`src/rtl/cordic_fixedpoint_updatephase_ctrl.sv`:
```
// CORDIC phase-update sequencer: walks the theta ROM, picks the rotation
// direction from the residual sign and accumulates the residual phase.
module cordic_fixedpoint_updatephase_ctrl #(
  parameter int DATA_W = 21,
  parameter int ADDR_W = 4,
  parameter int N_ITER = 16
) (
  input  logic              iClk,
  input  logic              iRst,
  input  logic              iStart,
  input  logic [DATA_W-1:0] iTarget_phase,
  input  logic              iAbort,
  input  logic              iReady,
  input  logic [DATA_W-1:0] iTheta_value,
  output logic [ADDR_W-1:0] oAddr_theta,
  output logic              oIter_valid,
  output logic              oDir,
  output logic              oBusy,
  output logic              oDone,
  output logic [DATA_W-1:0] oPhase_residual
);

  typedef enum logic [1:0] {
    IDLE = 2'd0,
    ITER = 2'd1,
    DONE = 2'd2
  } state_t;

  localparam logic [ADDR_W-1:0] LAST = ADDR_W'(N_ITER - 1);

  state_t            state_q;
  logic [DATA_W-1:0] z_q;
  logic [DATA_W-1:0] z_d;
  logic [ADDR_W-1:0] addr_q;
  logic [DATA_W-1:0] res_q;
  logic              z_neg;

  assign z_neg = z_q[DATA_W-1];

  // Wraps modulo 2^DATA_W; no saturation on purpose.
  always_comb begin
    z_d = z_q;
    if (z_neg) z_d = z_q + iTheta_value;
    else       z_d = z_q - iTheta_value;
  end

  always_ff @(posedge iClk) begin
    if (iRst) begin
      state_q <= IDLE;
      z_q     <= '0;
      addr_q  <= '0;
      res_q   <= '0;
    end else begin
      unique case (state_q)
        IDLE: begin
          if (iStart) begin
            z_q     <= iTarget_phase;
            addr_q  <= '0;
            state_q <= ITER;
          end
        end
        ITER: begin
          if (iAbort) begin
            addr_q  <= '0;
            state_q <= IDLE;
          end else if (iReady) begin
            z_q <= z_d;
            if (addr_q == LAST) begin
              res_q   <= z_d;
              state_q <= DONE;
            end else begin
              addr_q <= addr_q + 1'b1;
            end
          end
        end
        DONE: begin
          addr_q  <= '0;
          state_q <= IDLE;
        end
        default: begin
          addr_q  <= '0;
          state_q <= IDLE;
        end
      endcase
    end
  end

  assign oAddr_theta     = addr_q;
  assign oIter_valid     = (state_q == ITER) && iReady;
  assign oDir            = ~z_neg;
  assign oBusy           = (state_q == ITER) || (state_q == DONE);
  assign oDone           = (state_q == DONE);
  assign oPhase_residual = res_q;

endmodule

```
`config.mk`:
```
export PLATFORM = sky130hd
export DESIGN_NAME = cordic_fixedpoint_updatephase_ctrl
export DESIGN_NICKNAME = d
export VERILOG_FILES = /design/src/rtl/cordic_fixedpoint_updatephase_ctrl.sv
export SDC_FILE = /design/constraint.sdc
export NUM_CORES = 1
export LEC_CHECK = 0
export CAP_MARGIN = 20
export CORE_UTILIZATION = 56
export DETAILED_ROUTE_END_ITERATION = 12
export GPL_ROUTABILITY_DRIVEN = 0
export GPL_TIMING_DRIVEN = 0
export PLACE_DENSITY_LB_ADDON = 0.05
export SLEW_MARGIN = 10
export SYNTH_ARGS = -nofsm -noshare
export SYNTH_HDL_FRONTEND = slang
export SYNTH_SLANG_ARGS = --single-unit
```
`constraint.sdc`:
```
create_clock -name iClk -period 8.65 [get_ports iClk]
set_input_delay 1.73 -clock iClk [delete_from_list [all_inputs] [get_ports iClk]]
set_output_delay 1.73 -clock iClk [all_outputs]
set_load 0.005 [all_outputs]
```
# ---- Yosys cells after proc, flatten, opt, wreduce, memory -nomap -nowiden
# Cells that the tools add are included.
# W data, S select, Z words.
dict set report op_classes {
  n_addsub 3
  n_eq_ne 9
  muxes 15
  bitwise_logic 2
  n_reduce_logical 8
}
# operator count
set op_table {}
lappend op_table {{$mux W21} 4}
lappend op_table {{$pmux W21 S2} 1}
lappend op_table {{$add A21 B21 Y21} 1}
lappend op_table {{$sub A21 B21 Y21} 1}
lappend op_table {{$mux W4} 4}
lappend op_table {{$ne A3 B3 Y1 const B} 3}
lappend op_table {{$mux W2} 4}
lappend op_table {{$pmux W4 S2} 1}
lappend op_table {{$reduce_and A4 Y1} 2}
lappend op_table {{$ne A2 B2 Y1 const B} 3}
lappend op_table {{$reduce_and A3 Y1} 2}
lappend op_table {{$add A4 B1 Y4 const B} 1}
lappend op_table {{$eq A4 B4 Y1 const B} 1}
lappend op_table {{$pmux W2 S2} 1}
lappend op_table {{$eq A2 B1 Y1 const B} 1}
lappend op_table {{$eq A2 B2 Y1 const B} 1}
lappend op_table {{$logic_not A2 Y1} 1}
lappend op_table {{$not A1 Y1} 2}
lappend op_table {{$reduce_bool A2 Y1} 1}
lappend op_table {{$logic_and A1 B1 Y1} 1}
lappend op_table {{$logic_or A1 B1 Y1} 1}
dict set report word_totals {
  register_bits 48
  in_bits 47
  out_inout_bits 29
  elab_cells 41
}

# ---- Longest topological paths before layout
dict set report logic_depth {
  word_depth 5
  mapped_depth 15
  mapped_depth_nobuf 14
}

# ---- Worst setup path before layout
# Ideal clock, no wire load.
dict set report synth_timing {
  path_type {input-to-reg}
  from {in iTheta_value[7]}
  to {reg res_q[20], in the netlist oPhase_residual[20]}
  setup_time_ns 0.133
  arrival_ns 4.568
  required_ns 8.517
  path_slack_ns 3.948
  cell_stages 12
  n_path_buf 0
  cell_sequence {or4_4 > nor3_1 > nand2_1 > o41ai_1 > xnor2_1 > ha_1 > a21o_1 > a31o_2 > a221o_1 > a221oi_2 > xnor2_1 > o22ai_1}
}
dict set report synth_between {
  elab_chain_len 2
  word_cells_on_any_way 3
  classes_between {add/sub (2); mux (1)}
}
# element line
set synth_lines {}
lappend synth_lines {{start: declaration} 14} ;# input logic [DATA_W-1:0] iTheta_value,
lappend synth_lines {{$sub A21 B21 Y21 / $add A21 B21 Y21 (equally long branches)} {44, 43}}
lappend synth_lines {{$mux W21 *} 43} ;# if (z_neg) z_d = z_q + iTheta_value;
lappend synth_lines {{end signal: assignment} 69} ;# res_q <= z_d;
lappend synth_lines {{end: declaration} 35} ;# logic [DATA_W-1:0] res_q;
# Every way passes the cells marked *; elsewhere a longest branch is shown, timed or not.
# A chain may end at the register's enable or synchronous reset.

# ---- Final worst setup path
dict set report layout_timing {
  from {in iTheta_value[0]}
  to {reg res_q[20], in the netlist oPhase_residual[20]}
}
# The elaborated chain is that of the path after synthesis.

==> flow_metrics.env <==
export IMPL_h_tree_levels=2
export IMPL_synth_edf_count=0
export IMPL_pin_count=76
export IMPL_tightestPinTransition_ps=952
export IMPL_detail_routed_net_length_per_standard_cell_um=17.5
export IMPL_setup_repair_after_global_routing_missed_its_margin="false"
export IMPL_timing_clock_skew_ps=7.73
export IMPL_antenna_violations_before_repair=0
export IMPL_final_antenna_violating_net_count=0
export IMPL_floorplan_initialDensity_pct=59.2
export IMPL_vdd_drop_max_mv=0.143
export IMPL_grt_met3_usage_pct=5.78
export IMPL_tritoncts_num_sinks=48
export IMPL_cp_buffers_inverters=3
export IMPL_crit_type="in -> reg"
export IMPL_leakage_uw=0.00177
export IMPL_cp_data_required_time_ps=8820
export IMPL_number_of_endpoints_with_negative_hold_slack_in_the_final_report=0
export IMPL_dp_hpwl_um=8120
export IMPL_post_synth_instance_area_um2=3570
export IMPL_drt_wl_total_um=10800
export IMPL_rrSetupSlack_ps=5180
export IMPL_reg2reg_depth=9
export IMPL_run_status="completed"
export IMPL_finalPower_uw=821
export IMPL_most_common_cell_after_layout_fill_and_taps_aside="sky130_fd_sc_hd__clkdlybuf4s50_1"
export IMPL_global_route_peak_usage_layer="met2"
export IMPL_synthArstFlopShare_pct=0
export IMPL_period_share_pct=63.1
export IMPL_critical_path_slowest_cell="sky130_fd_sc_hd__clkdlybuf4s50_1"
export IMPL_final_setup_violations=0
export IMPL_detail_route_vias_per_cell=6.21
export IMPL_ys_ff_latch=48
export IMPL_timing_final_max_slew_violations=0
export IMPL_post_cts_resized_instances=0
export IMPL_cp_arrival_ps=5630
export IMPL_final_cell_mix="sky130_fd_sc_hd__clkdlybuf4s50_1, sky130_fd_sc_hd__a21oi_1, sky130_fd_sc_hd__nand2_1"
export IMPL_critical_path_endpoint_type="flop"
export IMPL_die_width_um=81.8
export IMPL_timing_critical_path_from_type="primary input"
export IMPL_die_extent_in_y_um=81.8
export IMPL_antenna_cells=0
export IMPL_timing_max_slew_rel_slack_pct=35.9
export IMPL_critical_path_cell_chain="clkdlybuf4s50_1 > inv_1 > ha_1 > nor3b_1 > nor4b_4 > and2_2 > a21oi_1 > xor2_1 > ha_1 > clkbuf_1 > and3_1 > a221o_1 > a221oi_2 > xnor2_1 > o22ai_1"
export IMPL_cts_root_buffer_cell="sky130_fd_sc_hd__clkbuf_8"
export IMPL_worst_path_stages=15
export IMPL_grt_remaining_overflow=0
export IMPL_global_route_usage_total_pct=33.1
export IMPL_first_global_vias=3546
export IMPL_worst_path_max_fanout=9
export IMPL_global_route_wire_length_before_repair_um=16700
export IMPL_synth_flop_cell="sky130_fd_sc_hd__dfxtp_1"
export IMPL_grt_use_met2_pct=56.0
export IMPL_port_buffers=75
export IMPL_die_area_um2=6700
export IMPL_drc=0
export IMPL_tns_ps=0
export IMPL_clk_latency_ps=310
export IMPL_layout_cells_sized_above_1_pct=4.26
export IMPL_std_cell_rows=28
export IMPL_power_per_cell_area_nw_per_um2=180
export IMPL_clockBufferDepth=2
export IMPL_whs_path_depth=2
export IMPL_cts_tree="done"
export IMPL_cts_hold_fix_buffers=0
export IMPL_post_cts_repair_setup_buffers=0
export IMPL_top_achievable_clock_speed_ghz=0.183
export IMPL_cts_clk_slew_worst_paths_ps=90
export IMPL_synthesis_nets=534
export IMPL_pin_count_of_the_biggest_net_entering_global_routing=17
export IMPL_cts_buffers_inserted=5
export IMPL_worst_path_most_repeated_cell="sky130_fd_sc_hd__ha_1"
export IMPL_drt_pass1_iterations=5
export IMPL_filler_cell_count=465
export IMPL_worst_hold_path_type="reg -> reg"
export IMPL_synth_distinct_cells=60
export IMPL_grt_use_met1_pct=39.9
export IMPL_core_area_um2=6030
export IMPL_maxCapViolations=0
export IMPL_area_growth_synth_to_final_pct=27.5
export IMPL_layout_min_cycle_time_ps=5460
export IMPL_multiInputGateArea_um2=2470
export IMPL_worst_path_dominant_cell_family="simple AND/OR/NAND/NOR gates"
export IMPL_final_seq_area_um2=961
export IMPL_route_vias_total=3822
export IMPL_synth_seq_area_share_pct=26.9
export IMPL_netlist_instances=457
export IMPL_synth_yosys_warnings=0
export IMPL_syn_area_per_cell_um2=7.81
export IMPL_drt_iter0_drc=230
export IMPL_cp_slowest_stage_delay_ps=510
export IMPL_layout_nets=616
## logic make-up (layout without fill, tap and decap cells)
kind of cell | count (synthesis) | in the layout | synth area share, %
flip-flops | 48 | 48 | 26.9
AND/OR/NAND/NOR | 143 | 143 | 20.1
XOR/XNOR | 34 | 34 | 8.56
adder cells (fa/ha/maj) | 30 | 30 | 10.7
buffers and inverters | 36 | 119 | 3.86
AO/OA/AOI/OAI | 159 | 159 | 27.8
multiplexers | 7 | 7 | 2.03
## cell usage after synthesis, types with 9 or more instances
cell | instances | area, µm²
sky130_fd_sc_hd__nand2_1 | 54 | 203
sky130_fd_sc_hd__clkbuf_1 | 19 | 71.3
sky130_fd_sc_hd__nor2_1 | 26 | 97.6
sky130_fd_sc_hd__a211oi_1 | 9 | 67.6
sky130_fd_sc_hd__a21oi_1 | 60 | 300
sky130_fd_sc_hd__nand3_1 | 11 | 55.1
sky130_fd_sc_hd__o21ai_0 | 29 | 145
sky130_fd_sc_hd__ha_1 | 29 | 363
sky130_fd_sc_hd__a31oi_1 | 10 | 62.6
sky130_fd_sc_hd__inv_1 | 14 | 52.6
sky130_fd_sc_hd__xnor2_1 | 14 | 123
sky130_fd_sc_hd__xor2_1 | 19 | 166
sky130_fd_sc_hd__dfxtp_1 | 48 | 961
## where the power goes
part	switching, µW	internal, µW	total [µW]
Clock	85.0	116	202
Combinational	223	150	373
Sequential	10.4	235	246
Total	319	502	821
## per-stage QoR
step	cell area (µm²)	hold WS [ps]	cells	setup WS, ps	util [%]
floorplan	3570	436	457	3950	-
global placement	4410	448	607	2980	73.2
detailed placement	4410	454	607	2920	73.2
CTS	4550	468	615	3200	75.5
global route	4550	497	615	3030	75.5
finish	4550	472	615	3190	75.5
## path summary, 6_finish.rpt
kind	end	from
hold / removal	oPhase_residual[12]	oPhase_residual[12]
setup / recovery	oPhase_residual[20]	iTheta_value[0]
setup reg to reg	oPhase_residual[16]	z_q[20]
hold reg to reg	oPhase_residual[12]	oPhase_residual[12]
## sequential cells by signal, summed over array words and instances, names as in the netlist
register,cells
oAddr_theta,4
state_q,2
oPhase_residual,21
z_q,21
## worst reg2reg max path, stage by stage, from the launching register on
cell and delay, ps:
sky130_fd_sc_hd__dfxtp_1 380, sky130_fd_sc_hd__clkbuf_1 410, sky130_fd_sc_hd__mux2_2 440, sky130_fd_sc_hd__fa_1 470, sky130_fd_sc_hd__a211oi_1 320, sky130_fd_sc_hd__o31ai_2 160
sky130_fd_sc_hd__a311o_1 450, sky130_fd_sc_hd__a31oi_1 420, sky130_fd_sc_hd__nand3_1 160, sky130_fd_sc_hd__a31oi_1 200
## final cells by class
class                           count  area share, %
Clock buffer                        5           1.51
Tap cell                           75           2.06
Sequential cell                    48           21.1
Clock inverter                      3           1.51
Inverter                           15           1.24
Buffer                             21           1.79
Timing Repair Buffer               75           16.5
Multi-Input combinational cell    373           54.3
## per-layer routing
| metal | wire (µm) | up-vias |
|---|---|---|
| li1 | - | 1836 |
| met1 | 4540 | 1792 |
| met2 | 5170 | 152 |
| met3 | 638 | 42 |
| met4 | 439 | 0 |
| met5 | 0 | - |
No activity file was read; power rests on OpenSTA's default activity.
==> patch, RTL diff (same flow settings) <==
Change the parameter `DATA_W` from 21 to 42.
--- a/src/rtl/cordic_fixedpoint_updatephase_ctrl.sv
+++ b/src/rtl/cordic_fixedpoint_updatephase_ctrl.sv
@@ -1,7 +1,7 @@
 // CORDIC phase-update sequencer: walks the theta ROM, picks the rotation
 // direction from the residual sign and accumulates the residual phase.
 module cordic_fixedpoint_updatephase_ctrl #(
-  parameter int DATA_W = 21,
+  parameter int DATA_W = 42,
   parameter int ADDR_W = 4,
   parameter int N_ITER = 16
 ) (
Interface: changed (resized iTarget_phase, iTheta_value and oPhase_residual); port bits go from 76 to 139. No check against the original RTL was run, so the function may have changed too.
==> patch against the unedited design <==
Hold slack worse by 0.018 ns; design area up 95%; register-to-register slack got worse by 0.87 ns; critical path depth is 2 higher; routed wire length increased by 100%; worst setup slack got worse by 1.3 ns; first-iteration DRC count grew to 2.8 times the old value; non-clock buffer count grew 86; power rose by 99%; synthesized cell count rose by 100%; area after synthesis up 95%; sequential cell count rose by 42; largest power group unchanged.
==> patch: results (changes against the unedited design) <==
Power
  – LEAKAGE: 3.52 nW (+99%)
  – Peak supply drop: 149 µV (+4.4%)
  – Sw Ratio: 39.0% (+0.16 points)

Place
  – Buffers on Ports: 137 (+83%)
  – Detailed placer's ending HPWL: 16500 µm (+100%)

Synthesis
  – Area contributors post-synth: dfxtp_1, ha_1, a21oi_1
  – Net count after synthesis: 1061 (+99%)
  – Netlist cell types: 63 (+5.0%)
  – Post-synth top cells: nand2_1, a21oi_1, nor2_1
  – Register area share after synthesis: 25.9% (-1.0 points)

Clocking
  – Worst-path clk slew: 0.07 ns (-0.02 ns)
  – Clk_lat worst skew: 0.36 ns (+0.05 ns)
  – CTS H-tree lvls: 3 (+1)
  – TritonCTS buffer count: 9 (+4)

Cells and area
  – Fill cells: 1006 (+120%)
  – Fraction of layout cells with a size suffix above 1: 3.26% (-1.0 points)
  – Nets: 1210 (+96%)

Setup path
  – Crit path max fanout: 6 (-3)
  – Crit-path slowest cell: o31ai_1
  – Top delay family on crit path: compound AO/OA/AOI/OAI gates

Run status
  – Status: finished clean

Detailed routing
  – Initial DRC Count: 646 (+180%)
  – Via count: 7467 (+95%)
  – Final wirelength: 22000 µm (+100%)

Global routing
  – Number of global-route vias before repair: 6908 (+95%)
  – Antenna violations before repair: 0 (unchanged)
  – First-pass GRT wire length: 34600 µm (+110%)
  – Pin count of the biggest net entering global routing: 15 (-2)

STA
  – Setup Skew: 0.00876 ns (+0.00103 ns)
  – Worst-margin pin slew: 1.01 ns (+0.0531 ns)
patch: changes by cell type after synthesis, sizes merged, moves of 20 or more:
| cell | delta |
|---|---|
| a211oi | +38 |
| a21o | +20 |
| a21oi | +49 |
| dfxtp | +42 |
| ha | +23 |
| nand2 | +67 |
| nor2 | +74 |
| xor2 | +30 |
patch: stage by stage:
stage | std cells | power [mW] | instance area, µm² | hold WS, ns | setup WS [ns]
2_1_floorplan | 919 | 0.990 | 6950 | 0.436 | 2.97
3_5_place_dp | 1224 | 1.19 | 8530 | 0.447 | 1.50
3_3_place_gp | 1224 | 1.18 | 8530 | 0.440 | 1.53
4_1_cts | 1240 | 1.62 | 8860 | 0.456 | 1.86
5_1_grt | 1241 | 1.72 | 8860 | 0.469 | 1.70
6_report | 1241 | 1.63 | 8860 | 0.453 | 1.92
patch: cells by family (layout without fill, tap and decap cells):
group	Yosys count	count (layout)	synth area share (%)
AND/OR/NAND/NOR	333	333	22.0
AO/OA/AOI/OAI	285	285	25.9
flip-flops	90	90	25.9
XOR/XNOR	72	72	9.07
buffers and inverters	66	220	4.59
adder cells (fa/ha/maj)	53	53	9.65
multiplexers	20	20	2.90
patch: worst reg2reg max path: cells and delay by family, from the launching register on:
family,cells,cell delay (ns)
AND/OR/NAND/NOR,2,0.28
buffers and inverters,2,0.77
AO/OA/AOI/OAI,8,2.26
adder cells (fa/ha/maj),1,0.35
flip-flops,1,0.39
XOR/XNOR,1,0.18
patch: power groups by stage:
stage,clock network (mW),registers (mW),logic [mW]
6_report,0.431,0.464,0.737
5_1_grt,0.446,0.467,0.808
4_1_cts,0.435,0.463,0.721
3_5_place_dp,0,0.472,0.713
3_3_place_gp,0,0.472,0.707
2_1_floorplan,0,0.466,0.523
patch: path summary, 6_finish.rpt:
check | from | end | slack [ns] | cells after the start
worst max-delay path | iTheta_value[7] | z_q[37] | 1.92 | 17
worst min-delay path | oPhase_residual[1] | oPhase_residual[1] | 0.45 | 2
worst max register to register | z_q[41] | z_q[37] | 4.31 | 14
worst min register to register | oPhase_residual[1] | oPhase_residual[1] | 0.45 | 2
patch: metal layers:
metal / routed length (µm) / part of all wire [%] / global-route usage [%] / up-vias
met5: 0 / 0 / 0 / -
met4: 1060 / 4.8 / 20.4 / 0
met3: 1790 / 8.1 / 5.63 / 72
met2: 9820 / 45 / 56.7 / 367
met1: 9310 / 42 / 44.1 / 3425
li1: - / - / - / 3603
patch: final cells by class:
type                            count  area share [%]
Multi-Input combinational cell    763            54.5
Clock inverter                      3           0.508
Buffer                             44            2.67
Inverter                           22           0.932
Timing Repair Buffer              138            15.5
Clock buffer                       13            3.16
Tap cell                          168            2.37
Sequential cell                    90            20.3
